### src/rtl/decode.sv
// Instruction decode stage: register file with write-through bypass,
// opcode/funct decode, hazard detection, branch/jump resolution and the
// ID/EX pipeline register.
module decode (
  input  logic        clk,
  input  logic        rst,
  input  logic [31:0] ir_i,
  input  logic [31:0] npc_i,
  input  logic        wb_we,
  input  logic [4:0]  wb_addr,
  input  logic [31:0] wb_data,
  input  logic        mem_regwrite,
  input  logic [4:0]  mem_rd,
  output logic        pc_update,
  output logic [31:0] pc_i,
  output logic        ex_valid,
  output logic        ex_regwrite,
  output logic        ex_memread,
  output logic        ex_memwrite,
  output logic        ex_alusrc,
  output logic [2:0]  ex_aluop,
  output logic [31:0] ex_rs_val,
  output logic [31:0] ex_rt_val,
  output logic [31:0] ex_imm,
  output logic [4:0]  ex_rs,
  output logic [4:0]  ex_rt,
  output logic [4:0]  ex_rd,
  output logic [31:0] ex_npc
);

  localparam logic [5:0] OP_RTYPE = 6'h00;
  localparam logic [5:0] OP_ADDI  = 6'h08;
  localparam logic [5:0] OP_LW    = 6'h23;
  localparam logic [5:0] OP_SW    = 6'h2B;
  localparam logic [5:0] OP_BEQ   = 6'h04;
  localparam logic [5:0] OP_BNE   = 6'h05;
  localparam logic [5:0] OP_J     = 6'h02;

  typedef struct packed {
    logic        valid;
    logic        regwrite;
    logic        memread;
    logic        memwrite;
    logic        alusrc;
    logic [2:0]  aluop;
    logic [31:0] rs_val;
    logic [31:0] rt_val;
    logic [31:0] imm;
    logic [4:0]  rs;
    logic [4:0]  rt;
    logic [4:0]  rd;
    logic [31:0] npc;
  } id_ex_t;

  id_ex_t      id_ex_reg;
  id_ex_t      id_ex_next;
  logic [31:0] rf_reg [32];

  // Instruction fields
  logic [5:0]  opcode;
  logic [4:0]  rs;
  logic [4:0]  rt;
  logic [4:0]  rd_field;
  logic [5:0]  funct;
  logic [31:0] imm_sext;

  assign opcode   = ir_i[31:26];
  assign rs       = ir_i[25:21];
  assign rt       = ir_i[20:16];
  assign rd_field = ir_i[15:11];
  assign funct    = ir_i[5:0];
  assign imm_sext = {{16{ir_i[15]}}, ir_i[15:0]};

  // Register file: cleared by reset, r0 is never written.
  always_ff @(posedge clk) begin
    if (rst) begin
      for (int i = 0; i < 32; i++) rf_reg[i] <= '0;
    end else if (wb_we && wb_addr != 5'd0) begin
      rf_reg[wb_addr] <= wb_data;
    end
  end

  // Read ports; a same-cycle writeback to the addressed register wins.
  logic [31:0] rs_val;
  logic [31:0] rt_val;
  assign rs_val = (rs == 5'd0) ? 32'd0 :
                  (wb_we && wb_addr == rs) ? wb_data : rf_reg[rs];
  assign rt_val = (rt == 5'd0) ? 32'd0 :
                  (wb_we && wb_addr == rt) ? wb_data : rf_reg[rt];

  // Decode: classify the instruction and derive EX controls.
  logic       dec_issue;
  logic       dec_regwrite;
  logic       dec_memread;
  logic       dec_memwrite;
  logic       dec_alusrc;
  logic [2:0] dec_aluop;
  logic [4:0] dec_rd;
  logic       is_beq;
  logic       is_bne;
  logic       is_j;
  logic       use_rs;
  logic       use_rt;

  always_comb begin
    dec_issue    = 1'b0;
    dec_regwrite = 1'b0;
    dec_memread  = 1'b0;
    dec_memwrite = 1'b0;
    dec_alusrc   = 1'b0;
    dec_aluop    = 3'd0;
    dec_rd       = 5'd0;
    is_beq       = 1'b0;
    is_bne       = 1'b0;
    is_j         = 1'b0;
    use_rs       = 1'b0;
    use_rt       = 1'b0;
    case (opcode)
      OP_RTYPE: begin
        dec_issue = 1'b1;
        case (funct)
          6'h20:   dec_aluop = 3'd0;
          6'h22:   dec_aluop = 3'd1;
          6'h24:   dec_aluop = 3'd2;
          6'h25:   dec_aluop = 3'd3;
          6'h2A:   dec_aluop = 3'd4;
          default: dec_issue = 1'b0;
        endcase
        dec_regwrite = dec_issue;
        dec_rd       = dec_issue ? rd_field : 5'd0;
        use_rs       = dec_issue;
        use_rt       = dec_issue;
      end
      OP_ADDI: begin
        dec_issue    = 1'b1;
        dec_regwrite = 1'b1;
        dec_alusrc   = 1'b1;
        dec_rd       = rt;
        use_rs       = 1'b1;
      end
      OP_LW: begin
        dec_issue    = 1'b1;
        dec_regwrite = 1'b1;
        dec_memread  = 1'b1;
        dec_alusrc   = 1'b1;
        dec_rd       = rt;
        use_rs       = 1'b1;
      end
      OP_SW: begin
        dec_issue    = 1'b1;
        dec_memwrite = 1'b1;
        dec_alusrc   = 1'b1;
        use_rs       = 1'b1;
        use_rt       = 1'b1;
      end
      OP_BEQ: begin
        is_beq = 1'b1;
        use_rs = 1'b1;
        use_rt = 1'b1;
      end
      OP_BNE: begin
        is_bne = 1'b1;
        use_rs = 1'b1;
        use_rt = 1'b1;
      end
      OP_J:    is_j = 1'b1;
      default: ;
    endcase
  end

  // Hazards: load-use against EX, and branch operands not yet in the file.
  logic is_branch;
  logic load_use;
  logic rs_pending;
  logic rt_pending;
  logic branch_haz;
  logic stall;

  assign is_branch = is_beq | is_bne;
  assign load_use  = id_ex_reg.valid && id_ex_reg.memread && id_ex_reg.rd != 5'd0 &&
                     ((use_rs && rs == id_ex_reg.rd) || (use_rt && rt == id_ex_reg.rd));
  assign rs_pending = rs != 5'd0 &&
                      ((id_ex_reg.valid && id_ex_reg.regwrite && rs == id_ex_reg.rd) ||
                       (mem_regwrite && rs == mem_rd));
  assign rt_pending = rt != 5'd0 &&
                      ((id_ex_reg.valid && id_ex_reg.regwrite && rt == id_ex_reg.rd) ||
                       (mem_regwrite && rt == mem_rd));
  assign branch_haz = is_branch && (rs_pending || rt_pending);
  assign stall      = load_use || branch_haz;

  // Control-flow resolution
  logic        regs_equal;
  logic        taken;
  logic [31:0] branch_target;
  logic [31:0] jump_target;

  assign regs_equal    = (rs_val == rt_val);
  assign taken         = is_j || (is_beq && regs_equal) || (is_bne && !regs_equal);
  assign branch_target = npc_i + imm_sext;
  assign jump_target   = {npc_i[31:26], ir_i[25:0]};

  // Fetch redirect: stall replays the current word, otherwise follow a taken transfer.
  always_comb begin
    pc_update = 1'b0;
    pc_i      = 32'd0;
    if (!rst) begin
      if (stall) begin
        pc_update = 1'b1;
        pc_i      = npc_i - 32'd1;
      end else if (taken) begin
        pc_update = 1'b1;
        pc_i      = is_j ? jump_target : branch_target;
      end
    end
  end

  // Next ID/EX contents; stalls, transfers and unknown words become bubbles.
  always_comb begin
    id_ex_next = '0;
    if (dec_issue && !stall) begin
      id_ex_next.valid    = 1'b1;
      id_ex_next.regwrite = dec_regwrite;
      id_ex_next.memread  = dec_memread;
      id_ex_next.memwrite = dec_memwrite;
      id_ex_next.alusrc   = dec_alusrc;
      id_ex_next.aluop    = dec_aluop;
      id_ex_next.rs_val   = rs_val;
      id_ex_next.rt_val   = rt_val;
      id_ex_next.imm      = imm_sext;
      id_ex_next.rs       = rs;
      id_ex_next.rt       = rt;
      id_ex_next.rd       = dec_rd;
      id_ex_next.npc      = npc_i;
    end
  end

  // ID/EX pipeline register
  always_ff @(posedge clk) begin
    if (rst) id_ex_reg <= '0;
    else     id_ex_reg <= id_ex_next;
  end

  assign ex_valid    = id_ex_reg.valid;
  assign ex_regwrite = id_ex_reg.regwrite;
  assign ex_memread  = id_ex_reg.memread;
  assign ex_memwrite = id_ex_reg.memwrite;
  assign ex_alusrc   = id_ex_reg.alusrc;
  assign ex_aluop    = id_ex_reg.aluop;
  assign ex_rs_val   = id_ex_reg.rs_val;
  assign ex_rt_val   = id_ex_reg.rt_val;
  assign ex_imm      = id_ex_reg.imm;
  assign ex_rs       = id_ex_reg.rs;
  assign ex_rt       = id_ex_reg.rt;
  assign ex_rd       = id_ex_reg.rd;
  assign ex_npc      = id_ex_reg.npc;

endmodule
### config.mk
export PLATFORM = sky130hd
export DESIGN_NAME = decode
export DESIGN_NICKNAME = d
export VERILOG_FILES = /design/src/rtl/decode.sv
export SDC_FILE = /design/constraint.sdc
export NUM_CORES = 2
export LEC_CHECK = 0
export CAP_MARGIN = 40
export CELL_PAD_IN_SITES_DETAIL_PLACEMENT = 0
export CELL_PAD_IN_SITES_GLOBAL_PLACEMENT = 2
export CORE_MARGIN = 2
export CORE_UTILIZATION = 43
export DETAILED_ROUTE_END_ITERATION = 8
export PLACE_DENSITY = 0.87
export SLEW_MARGIN = 30
export SYNTH_ARGS = -nofsm -noshare
export SYNTH_HDL_FRONTEND = slang
export SYNTH_SLANG_ARGS = --single-unit
### constraint.sdc
create_clock -name clk -period 25.4 [get_ports clk]
set_input_delay 7.62 -clock clk [delete_from_list [all_inputs] [get_ports clk]]
set_output_delay 7.62 -clock clk [all_outputs]
set_load 0.005 [all_outputs]
Word level (Yosys, flattened, before mapping). Memory sizes are Yosys's and may differ from the RTL's. Index checks and enable logic that the tools add are counted.

Bits in registers: 135. Bits in writable memories: 1024. Input bits: 110. Memories kept: 1.

$add $sub $neg: 2. Equality and inequality tests: 18. Muxes and demuxes: 36. Bitwise gates (word level): 3. Reduce and logical (&&, ||, !) cells: 43.

Memories: rf_reg (words 32, bits a word 32, read ports 2, clocked after Yosys merged registers in 0, write ports 32, line 57) `logic [31:0] rf_reg [32];`.

Operators by type and width (count): $mux W32 (9); $mux W151 (1); $eq A6 B6 Y1 const B (7); $add A32 B32 Y32 (1); $eq A32 B32 Y1 (1); $reduce_or A32 Y1 (1); $sub A32 B1 Y32 const B (1); $eq A5 B5 Y1 (6); $reduce_bool A5 Y1 (4); $logic_and A1 B1 Y1 (19); $mux W1 (17); $eq A6 B3 Y1 const B (2); $pmux W3 S4 (1); $logic_not A5 Y1 (2); $mux W5 (2); $pmux W5 S2 (1); $reduce_or A5 Y1 (2); $reduce_or A3 Y1 (3); $pmux W1 S2 (4); $logic_or A1 B1 Y1 (7); $eq A6 B2 Y1 const B (1); $eq A6 B4 Y1 const B (1); $logic_not A6 Y1 (1); $reduce_or A2 Y1 (2); 4 further kinds (6).

Depth between registers and ports, before layout.
Word-level depth: 13. Depth in mapped cells: 20.

Worst setup path after synthesis. No wires, ideal clock.

Path kind: input-to-output. From: input ir_i[21]. To: output pc_i[26]. Arrival: 11523 ps. Required time: 17780 ps. Slack: 6257 ps. Stages: 16. Path through: buf_4 > buf_6 > buf_4 > buf_4 > buf_2 > mux4_2 > a22oi_1 > a21oi_1 > a311o_1 > xor2_1 > nor4_1 > nand4_1 > or4_4 > nand2_4 > or4b_1 > a31oi_1.

Longest elaborated chain between the ends: 11. Elaborated cells on any way between the ends: 28.

RTL lines: start, declared (line 7) `input logic [31:0] ir_i,`; branches (longest 9 deep; another with $mem_v2 Z32 W32); $mux W32 * (line 207) `if (stall) begin`; $mux W32 * (line 206) `if (!rst) begin`; end, declared (line 15) `output logic [31:0] pc_i,`.

Every way passes the cells marked *.

Worst setup path in the final report.
From: input ir_i[24]. To: output pc_i[26].

Same word-level chain as after synthesis.

==> results.cfg <==
[status]
outcome = finished clean

[logic_synthesis]
async_flop_share = 0
synthesis.area_um2 = 62500
synth.area.top_cells = edfxtp_1 49%, mux4_2 19%, and2_1 10%, dfxtp_1 4.3%, clkbuf_1 1.8%
synth_top_area_frac = 0.492
synthCells = 4523
synth-edff-count = 1024
ys_seq_area_frac = 0.535
ys_ff_latch = 1159
yosysUniqueCellTypes = 92
ys_warn_count = 0
avgSynthCellArea_um2 = 13.8
synthFlopType = edfxtp_1
yosysTopAreaCell = edfxtp_1

[clock_tree]
cts-root-buf = clkbuf_16
cts_tree = yes
postCtsResizedCells = 0
cts_buffer_depth = 3
cts_setup_buffers = 0
clk_pin_slew_worst_paths_ps = 60
cts_max_level = 4
cts_buffers = 135
clock_latency_ps = 780
cts.sink_count = 1159
cts_hold_buf = 0

[timing]
worstMarginPinSlew_ps = 1050
clock-skew-final_ps = 25.7
tns_ps = 0
finalCritPeriodShare = 0.869
hold_viol_final = 0
max-slew-margin-rel = 0.300
fmax_mhz = 45.3
setup_viol = 0
rsz0062_at_grt = false
finalMaxSlewViolations = 0
fin_crit_ps = 22080

[global_route]
grt_use_total = 0.334
grt_pass1_wl_um = 344000
grt_pass1_vias = 43400
grt_overflow = 0
use_met2 = 0.510
gr-usage-met3 = 0.0978
use_met1 = 0.424
grt_antenna_before_repair = 33
grt_max_degree = 113
busiest_layer = met2

[setup_path]
reg2reg_depth = 11
worstSetupStartpointType = primary input
arrival_ps = 14460
path_cells = buf_2 -> clkinv_1 -> nand2_1 -> o22ai_1 -> a221oi_1 -> o21ai_0 -> mux2_2 -> a2111o_1 -> nor4_1 -> o2111ai_1 -> clkbuf_4 -> or4_4 -> nand2_4 -> or4b_1 -> a31oi_1 -> clkdlybuf4s50_1
worst_setup_path_end_kind = output pin
slowest_stage = nand2_1
crit_fanout = 28
cpPeakStageDelay_ps = 880
path_class = in2out
cp.required_ps = 17780

[detailed_routing]
postRouteAntennaNets = 0
vias_per_cell = 6.67
drtIter0Drc = 7456
drt_wl_total_um = 250000
vias = 45000
wl_per_cell_um = 37.1
detail_route.first_pass.iterations = 6
drc = 0

[cells_and_area]
mostFrequentLayoutCell = edfxtp_1
syn_to_final_growth_pct = 16.0
layout.cells.most_common_list = 1024 x edfxtp_1, 1012 x and2_1, 521 x mux4_2
seqCellArea_um2 = 33500
largest_reg_flops = 1024
fillers = 12200
drive_gt1_frac = 0.214
multiInputGateArea_um2 = 27300
final_nets = 4861
fin_util = 0.504

[job]
maxCapViolCount = 0

[floorplanning]
core_area_um2 = 144000
fp.dieH_um = 385
rows = 139
die_w_um = 385
io-pin-count = 294
start_util = 0.434
dieArea_um2 = 149000

[power]
power_density_nw_per_um2 = 67.5
p_leak_nw = 25.0
ir_worst_vdd_mv = 0.0471
power_mw = 4.89

[placement]
place_hpwl_um = 155000
globalplace.congestion = 0.954
io_buffers = 293

[hold_path]
hold_path_class = reg2reg
whs_path_depth = 5
synth_stat cells (57+ instances only):
cell type and count:
nor3_1 111, mux2i_1 105, mux4_2 521, and2_1 1013
a21oi_1 87, a22oi_1 57, xnor2_1 69, dfxtp_1 135
nand2_1 136, nor2_1 171, buf_2 57, edfxtp_1 1024
clkbuf_1 301
cell type report:
cell class                      instances  share of cell area
Antenna cell                           21            0.000724
Clock buffer                          171              0.0503
Clock inverter                         73              0.0119
Inverter                               32             0.00167
Multi-Input combinational cell       2913               0.377
Sequential cell                      1159               0.461
Tap cell                             1903              0.0328
Timing Repair Buffer                  477              0.0645
per-layer routing:
metal  share of wire  routed length [um]
met5         0.00040                  99
met4           0.067               16900
met3            0.14               33900
met2            0.45              112000
met1            0.35               87400
final timing paths:
kind,start,to,slack [ps]
worst max-delay path,ir_i[24],pc_i[26],3320
worst max register to register,ex_rd[1]$_SDFF_PP0_,ex_rs_val[19]$_SDFF_PP0_,20700
worst min register to register,rf_reg[28][31]$_SDFFCE_PN0P_,ex_rs_val[31]$_SDFF_PP0_,1170
worst min-delay path,rf_reg[28][31]$_SDFFCE_PN0P_,ex_rs_val[31]$_SDFF_PP0_,1170
where the power goes:
| group | switching (mW) | total (mW) | leakage [nW] | internal [mW] |
|---|---|---|---|---|
| combinational | 0.394 | 0.656 | 11.9 | 0.262 |
| clock | 0.829 | 2.02 | 2.21 | 1.20 |
| sequential | 0.0477 | 2.21 | 10.8 | 2.17 |
| total | 1.27 | 4.89 | 25.0 | 3.62 |
cells by family after synthesis:
| family | synth area share |
|---|---|
| buffers and inverters | 0.0352 |
| muxes | 0.206 |
| adders and majority gates | 0.00672 |
| DFF | 0.535 |
| and+or+nand+nor | 0.152 |
| xor gates and xnor gates | 0.0140 |
| other | 0.0000600 |
| AOI/OAI and AO/OA | 0.0505 |
through the flow:
step	setup slack, ps	area, um^2	hold WS (ps)	cells
after global placement	3350	67500	1130	6457
after global routing	3210	72500	1230	6733
after floorplan	6260	62700	840	4554
final	3320	72500	1170	6749
after detailed placement	3310	67900	1140	6478
after CTS	3300	72400	1160	6722
critical path, delay by kind of cell:
| kind | cells | cell delay, ps |
|---|---|---|
| and+or+nand+nor | 5 | 2430 |
| buffers and inverters | 4 | 2210 |
| AOI/OAI and AO/OA | 6 | 1820 |
| muxes | 1 | 320 |
(Power assumes the default switching activity.)
